==> src/rtl/mmio_input_bank.sv <==
// Memory-mapped input bank: synchronises and debounces NUM_CH external channels and latches
// rising edges as sticky events, readable over the data bus with one-cycle read latency.
`timescale 1ns/1ps

module mmio_input_bank #(
    parameter int          NUM_CH          = 2,
    parameter int          CH_WIDTH        = 5,
    parameter logic [15:0] BASE_ADDR       = 16'hF000,
    parameter int          DEBOUNCE_CYCLES = 4
) (
    input  logic                       clk,
    input  logic                       reset,
    input  logic [15:0]                addr,
    input  logic                       write_en,
    input  logic [15:0]                data_in,
    output logic [15:0]                data_out,
    output logic                       hit,
    input  logic [NUM_CH*CH_WIDTH-1:0] ch_in,
    output logic                       event_any
);

    localparam int             NB      = NUM_CH * CH_WIDTH;
    localparam int             CW      = $clog2(DEBOUNCE_CYCLES) + 1;
    localparam int             N_WORDS = 2 * NUM_CH + 1;
    localparam logic [CW-1:0]  CNT_MAX = CW'(DEBOUNCE_CYCLES - 1);

    logic [NB-1:0]     r_s1;
    logic [NB-1:0]     r_s2;
    logic [NB-1:0]     r_deb;
    logic [NB-1:0]     r_evt;
    logic [CW-1:0]     r_cnt [NB];
    logic [15:0]       r_data_out;
    logic              r_hit;
    logic              r_event_any;

    logic [16:0]       w_addr17;
    logic [16:0]       w_base17;
    logic [16:0]       w_off17;
    logic              w_sel;
    logic [NB-1:0]     w_rise;
    logic [NB-1:0]     w_clr;
    logic [NB-1:0]     w_evt_next;
    logic [NUM_CH-1:0] w_summary;
    logic [15:0]       w_rdata;
    logic              w_unused;

    assign w_addr17 = {1'b0, addr};
    assign w_base17 = {1'b0, BASE_ADDR};
    assign w_off17  = w_addr17 - w_base17;
    assign w_sel    = (w_addr17 >= w_base17) && (w_addr17 < (w_base17 + 17'(N_WORDS)));
    assign w_unused = &{1'b0, data_in};

    // A bit rises exactly when the debouncer is about to commit a 0->1 change.
    always_comb begin
        w_rise = '0;
        for (int b = 0; b < NB; b++) begin
            w_rise[b] = r_s2[b] & ~r_deb[b] & (r_cnt[b] == CNT_MAX);
        end
    end

    always_comb begin
        w_summary = '0;
        for (int i = 0; i < NUM_CH; i++) begin
            w_summary[i] = |r_evt[i*CH_WIDTH +: CH_WIDTH];
        end
    end

    // Read mux and clear mask; a read of EVENT_i clears exactly the bits it returns.
    always_comb begin
        w_rdata = '0;
        w_clr   = '0;
        if (w_sel) begin
            for (int i = 0; i < NUM_CH; i++) begin
                if (w_off17 == 17'(2 * i)) begin
                    w_rdata[CH_WIDTH-1:0] = r_deb[i*CH_WIDTH +: CH_WIDTH];
                end
                if (w_off17 == 17'(2 * i + 1)) begin
                    w_rdata[CH_WIDTH-1:0] = r_evt[i*CH_WIDTH +: CH_WIDTH];
                    w_clr[i*CH_WIDTH +: CH_WIDTH] = write_en ? data_in[CH_WIDTH-1:0]
                                                             : r_evt[i*CH_WIDTH +: CH_WIDTH];
                end
            end
            if (w_off17 == 17'(2 * NUM_CH)) begin
                w_rdata[NUM_CH-1:0] = w_summary;
            end
        end
    end

    // New rises are ORed after the clear so a coincident set survives.
    assign w_evt_next = (r_evt & ~w_clr) | w_rise;

    always_ff @(posedge clk) begin
        if (reset) begin
            r_s1        <= '0;
            r_s2        <= '0;
            r_deb       <= '0;
            r_evt       <= '0;
            r_data_out  <= '0;
            r_hit       <= 1'b0;
            r_event_any <= 1'b0;
            for (int b = 0; b < NB; b++) begin
                r_cnt[b] <= '0;
            end
        end else begin
            r_s1 <= ch_in;
            r_s2 <= r_s1;
            for (int b = 0; b < NB; b++) begin
                if (r_s2[b] == r_deb[b]) begin
                    r_cnt[b] <= '0;
                end else if (r_cnt[b] == CNT_MAX) begin
                    r_deb[b] <= r_s2[b];
                    r_cnt[b] <= '0;
                end else begin
                    r_cnt[b] <= r_cnt[b] + CW'(1);
                end
            end
            r_evt       <= w_evt_next;
            r_event_any <= |w_evt_next;
            r_hit       <= w_sel;
            r_data_out  <= (w_sel && !write_en) ? w_rdata : 16'h0000;
        end
    end

    assign data_out  = r_data_out;
    assign hit       = r_hit;
    assign event_any = r_event_any;

endmodule

==> config.mk <==
export PLATFORM = sky130hd
export DESIGN_NAME = mmio_input_bank
export DESIGN_NICKNAME = d
export VERILOG_FILES = /design/src/rtl/mmio_input_bank.sv
export SDC_FILE = /design/constraint.sdc
export NUM_CORES = 1
export LEC_CHECK = 0
export ABC_AREA = 0
export BUFFER_PORTS_ARGS = -buffer_cell sky130_fd_sc_hd__buf_2
export CAP_MARGIN = 20
export CORE_MARGIN = 10
export CORE_UTILIZATION = 60
export CTS_CLUSTER_DIAMETER = 40
export DETAILED_ROUTE_END_ITERATION = 6
export GPL_ROUTABILITY_DRIVEN = 0
export PLACE_DENSITY = 0.85
export SYNTH_ARGS = -nofsm -noshare
export SYNTH_HDL_FRONTEND = slang
export SYNTH_SLANG_ARGS = --single-unit
==> constraint.sdc <==
create_clock -name clk -period 3.7 [get_ports clk]
set_clock_uncertainty 0.2 [all_clocks]
set_input_delay 0.185 -clock clk [delete_from_list [all_inputs] [get_ports clk]]
set_output_delay 0.185 -clock clk [all_outputs]
set_load 0.05 [all_outputs]
Word-level counts from Yosys, hierarchy flattened
Memories as Yosys holds them, arrays and structs flattened.
Index checks and enable logic that the tools add are counted.
Widths: inputs -> output; s select.
{"block": "word_totals", "ff_bits": 58, "ramBits": 30, "inputBits": 45, "output_inout_bits": 18, "elab_cells": 300, "memories": 1}
{"memory": "r_cnt", "words": 10, "width": 3, "rd": 10, "rd_ports_with_merged_regs": 0, "write_ports": 10, "line_no": "31", "rtl": "logic [CW-1:0] r_cnt [NB];"}
{"block": "classes", "add_sub_neg": 11, "magnitude_cmp": 2, "n_eq_ne": 24, "mux": 152, "bitwise": 75, "n_reduce_logical": 18}
{"cell": "$mux 1", "n": 112}
{"cell": "$mux 3", "n": 30}
{"cell": "$mux 5", "n": 8}
{"cell": "$eq 17x2->1 const B", "n": 2}
{"cell": "$add 3x1->3 const B", "n": 10}
{"cell": "$eq 3x2->1 const B", "n": 10}
{"cell": "$or 1x1->1", "n": 30}
{"cell": "$not 1->1", "n": 22}
{"cell": "$and 1x1->1", "n": 20}
{"cell": "$reduce_and 2->1", "n": 10}
{"cell": "$eq 17x1->1 const B", "n": 1}
{"cell": "$eq 17x3->1 const B", "n": 1}
{"cell": "$logic_not 17->1", "n": 1}
{"cell": "$sub 16x16->17 const B", "n": 1}
{"cell": "$ge 16x16->1 const B", "n": 1}
{"cell": "$lt 16x16->1 const B", "n": 1}
{"cell": "$and 10x10->10", "n": 1}
{"cell": "$eq 1x1->1", "n": 10}
{"cell": "$mux 10", "n": 1}
{"cell": "$not 10->10", "n": 1}
{"cell": "$or 10x10->10", "n": 1}
{"cell": "$reduce_or 10->1", "n": 1}
{"cell": "$reduce_or 5->1", "n": 2}
{"cell": "$reduce_or 3->1", "n": 1}
{"cell": "other kinds (3)", "n": 4}

Depth between registers and ports, before layout
{"block": "depth", "depth_word": 8, "ltp_mapped": 7, "depth_no_buf": 7}

Worst setup path before layout
OpenSTA, ideal clock, no wires.
{"block": "synth_timing", "path_type": "register to register", "start": "mem r_cnt[0][0] (netlist name)", "end": "reg r_event_any, in the netlist event_any", "setup_ns": 0.141, "arrival_time_ns": 1.782, "required_time_ns": 3.359, "path_slack_ns": 1.577, "path_stages_with_launch": 8, "n_path_buf": 0, "period_less_slack_ns": 2.123, "cell_sequence": "edfxtp_1 -> ha_1 -> ha_1 -> nand2_1 -> nand4_1 -> or4_1 -> a221oi_2 -> a41oi_1"}
{"element": "start, declared", "line_no": "31"}
{"element": "end signal, assigned", "line_no": "118", "rtl": "r_event_any <= |w_evt_next;"}
{"element": "end, declared", "line_no": "34", "rtl": "logic r_event_any;"}

Worst setup path in the final report
{"block": "layout_timing", "start": "in addr[11]", "end": "reg r_event_any, in the netlist event_any"}
{"block": "layout_between", "elab_chain_len": 8, "elab_cells_between_ends": 13, "cone_classes": "1 x add/sub; 2 x order compare; 2 x eq/ne; 3 x mux; 3 x bitwise; 2 x reduce/logical"}
{"element": "start, declared", "line_no": "13", "rtl": "input logic [15:0] addr,"}
{"element": "$sub 16x16->17", "line_no": "49", "rtl": "assign w_off17 = w_addr17 - w_base17;"}
{"element": "$eq 17x1->1 / $eq 17x2->1 (equally long branches)", "line_no": "77", "rtl": "if (w_off17 == 17'(2 * i + 1)) begin"}
{"element": "$mux 5", "line_no": "77"}
{"element": "$mux 10 (*)", "line_no": "72", "rtl": "if (w_sel) begin"}
{"element": "$not 10->10 (*)", "line_no": "90", "rtl": "assign w_evt_next = (r_evt & ~w_clr) | w_rise;"}
{"element": "$and 10x10->10 (*)", "line_no": "90"}
{"element": "$or 10x10->10 (*)", "line_no": "90"}
{"element": "$reduce_or 10->1 (*)", "line_no": "118"}
Mark *: on every way between the ends. The rest lies on a longest branch, timed or not.
A chain may end at the register's enable or synchronous reset.

==> results.json <==
{
  "synthSimpleGateAreaFrac_pct": 20.8,
  "slew_viol_final": 0,
  "relSlewSlack_pct": 65.9,
  "crit_buf_inv": 3,
  "coreArea_um2": 5610,
  "hold_viol": 0,
  "port-buffer-count": 40,
  "crit_path_start_kind": "input pin",
  "synth_xor_area_share_pct": 0,
  "synth_top_family_by_area": "simple AND/OR/NAND/NOR gates",
  "first_pass_iters": 5,
  "area_delta_synth_final_pct": 21.8,
  "ios": 63,
  "tns_ns": 0,
  "worst_slew_pin_slew_ns": 0.511,
  "antenna_cells": 0,
  "peakVddDrop_mv": 0.347,
  "synth_compound_area_share_pct": 8.78,
  "worstPathMaxFanout": 10,
  "hpwl_mm": 5.03,
  "synth_mux_area_share_pct": 0.283,
  "grt_pass1_vias": 2805,
  "post-route-min-period_ns": 2.68,
  "grt_pass1_wl_mm": 12.6,
  "top_usage_layer": "met2",
  "row_count": 27,
  "placed_cells": 466,
  "syn_inst": 338,
  "maxCapViolCount": 0,
  "cp_common_cell": "dlygate4sd3_1",
  "synth-async-reset-ratio_pct": 0,
  "worstPathArrival_ns": 2.69,
  "cts-root-buf": "clkbuf_8",
  "design.die.area_um2": 9360,
  "p_total_mw": 1.87,
  "fin_area_um2": 4310,
  "critPathCaptureType": "register",
  "antenna_found_initial": 0,
  "path_delay_family": "buffers and inverters",
  "detailedPlace.worstSlack_ns": 1.39,
  "min_period_over_period_pct": 72.4,
  "crit_path_top_delay_cell": "dlygate4sd3_1",
  "initialDrtViolationCount": 147,
  "cts_buffer_depth": 2,
  "rsz0062_at_grt": "no",
  "cts_buffers": 9,
  "drcViolationCount": 0,
  "place_area_um2": 3840,
  "use_met3_pct": 4.83,
  "clock-sinks": 77,
  "clkSlewWorstSetupHoldPaths_ns": 0.07,
  "synth_seq_cells": 77,
  "routed_via_density": 5.46,
  "antenna_left": 0,
  "h-tree-depth": 3,
  "leakage_nw": 1.86,
  "synth_fa_ha_area_share_pct": 10.6,
  "layout_setup_ws_ns": 1.02,
  "grt_max_degree": 49,
  "die_x_um": 96.7,
  "synth_edf_count": 30,
  "cts_resized": 0,
  "setup_violations": 0,
  "hold_slack_ns": 0.0413,
  "clock_latency_ns": 0.35,
  "avgSynthCellArea_um2": 10.5,
  "worstHoldPathType": "in -> reg",
  "start_util_pct": 63.0,
  "post-route-util_pct": 76.8,
  "synth.distinct_cells": 38,
  "synthFlopType": "dfxtp_1",
  "seq_area_frac_synth_pct": 52.1,
  "avgRoutedWirePerCell_um": 14.5,
  "syn_area_um2": 3530,
  "fmax_ghz": 0.373,
  "final_layout_size_suffix_gt1_share_pct": 14.8,
  "p_per_area_nw_per_um2": 435,
  "crit_type": "in -> reg",
  "cts_tree": "done",
  "path_cells": "dlygate4sd3_1 > buf_2 > nor4_2 > dlygate4sd3_1 > nand3_2 > or3_1 > a221oi_2 > a41oi_1",
  "critPathRequiredTime_ns": 3.71,
  "grtUsageTotal_pct": 15.8,
  "ys_warn_count": 0,
  "die_h_um": 96.7,
  "nets": 501,
  "grt_util_met2_pct": 26.4,
  "slowest_delay_ns": 0.60,
  "status": "finished clean",
  "met1_usage_pct": 18.7,
  "vias": 2746,
  "grt_overflow": 0,
  "fin_cells": 503,
  "drt_wl_total_mm": 7.28
}
worst min-delay path: cells and delay by family:
kind	cells	cell delay (ns)
AO/OA/AOI/OAI	1	0.12
buffers and inverters	1	0.17
AND/OR/NAND/NOR	1	0.07
synthesized netlist by cell type, types with 2 or more instances:
cell	number	area [um^2]
o22ai_1	3	18.8
o21ai_0	7	35.0
nor4_1	24	150
nor4_2	2	25.0
nand2_1	21	78.8
inv_1	31	116
buf_4	11	82.6
nor2b_1	25	156
dfxtp_1	47	941
conb_1	2	7.51
nor4b_1	10	87.6
o21ai_1	3	15.0
nand4_1	4	25.0
nand3b_1	8	60.1
or4_1	3	22.5
or3_1	2	12.5
ha_1	30	375
edfxtp_1	30	901
clkbuf_1	10	37.5
a21oi_1	12	60.1
buf_1	2	7.51
nor2_1	18	67.6
a31oi_1	18	113
kinds of logic after synthesis:
logic type               Yosys count
buffers and inverters             55
multiplexers                       1
other                              2
AO/OA/AOI/OAI                     50
AND/OR/NAND/NOR                  123
adder cells (fa/ha/maj)           30
flip-flops                        77
final cells by class:
cell class	count	area, um^2
fill	366	1300
clock buffer	10	149
inverter	31	116
multi-input combinational	245	1580
timing repair buffer	62	418
tap	72	90.1
sequential	77	1840
clock inverter	6	108
cell usage in the layout, fill, tap and decap left out, types with 2 or more instances in the layout:
master / count
nand4_1: 4
o21ai_0: 7
conb_1: 41
clkinv_2: 2
edfxtp_1: 30
buf_2: 40
o21ai_1: 3
nor2b_1: 25
a31oi_1: 18
or3_1: 2
dfxtp_1: 47
nand2_1: 21
bufinv_16: 3
nor4b_1: 10
nand3b_1: 8
clkbuf_8: 9
nor4_2: 2
a21oi_1: 12
or4_1: 3
nor2_1: 18
nor4_1: 24
ha_1: 30
o22ai_1: 3
inv_1: 31
dlygate4sd3_1: 21
report_power, final:
part	switching (mW)	internal, mW
Sequential	0.0126	0.908
Combinational	0.0982	0.0616
Clock	0.305	0.486
path summary, 6_finish.rpt:
check                                 start     endpoint  slack, ns  depth (start not counted)
worst max-delay path               addr[11]    event_any       1.02                          8
worst min-delay path                addr[1]  data_out[4]       0.04                          3
worst max register to register  r_cnt[9][0]    event_any       1.33                          7
worst min register to register      r_s1[5]      r_s2[5]       0.24                          1
state kept, by name, indices dropped and copies added (netlist names):
register	cells
event_any	1
r_s2	10
hit	1
r_s1	10
data_out	5
r_evt	10
r_cnt	30
r_deb	10
routing by layer:
| metal | vias up | part of all wire [%] |
|---|---|---|
| li1 | 1352 | - |
| met4 | 0 | 1.6 |
| met3 | 10 | 6.0 |
| met1 | 1283 | 43 |
| met5 | - | 0 |
| met2 | 101 | 49 |
repair_timing:
action	in CTS	in global routing
hold endpoints to repair	23	0
hold buffers	21	0
buffers inserted	0	0
No activity file was read; power rests on OpenSTA's default activity.
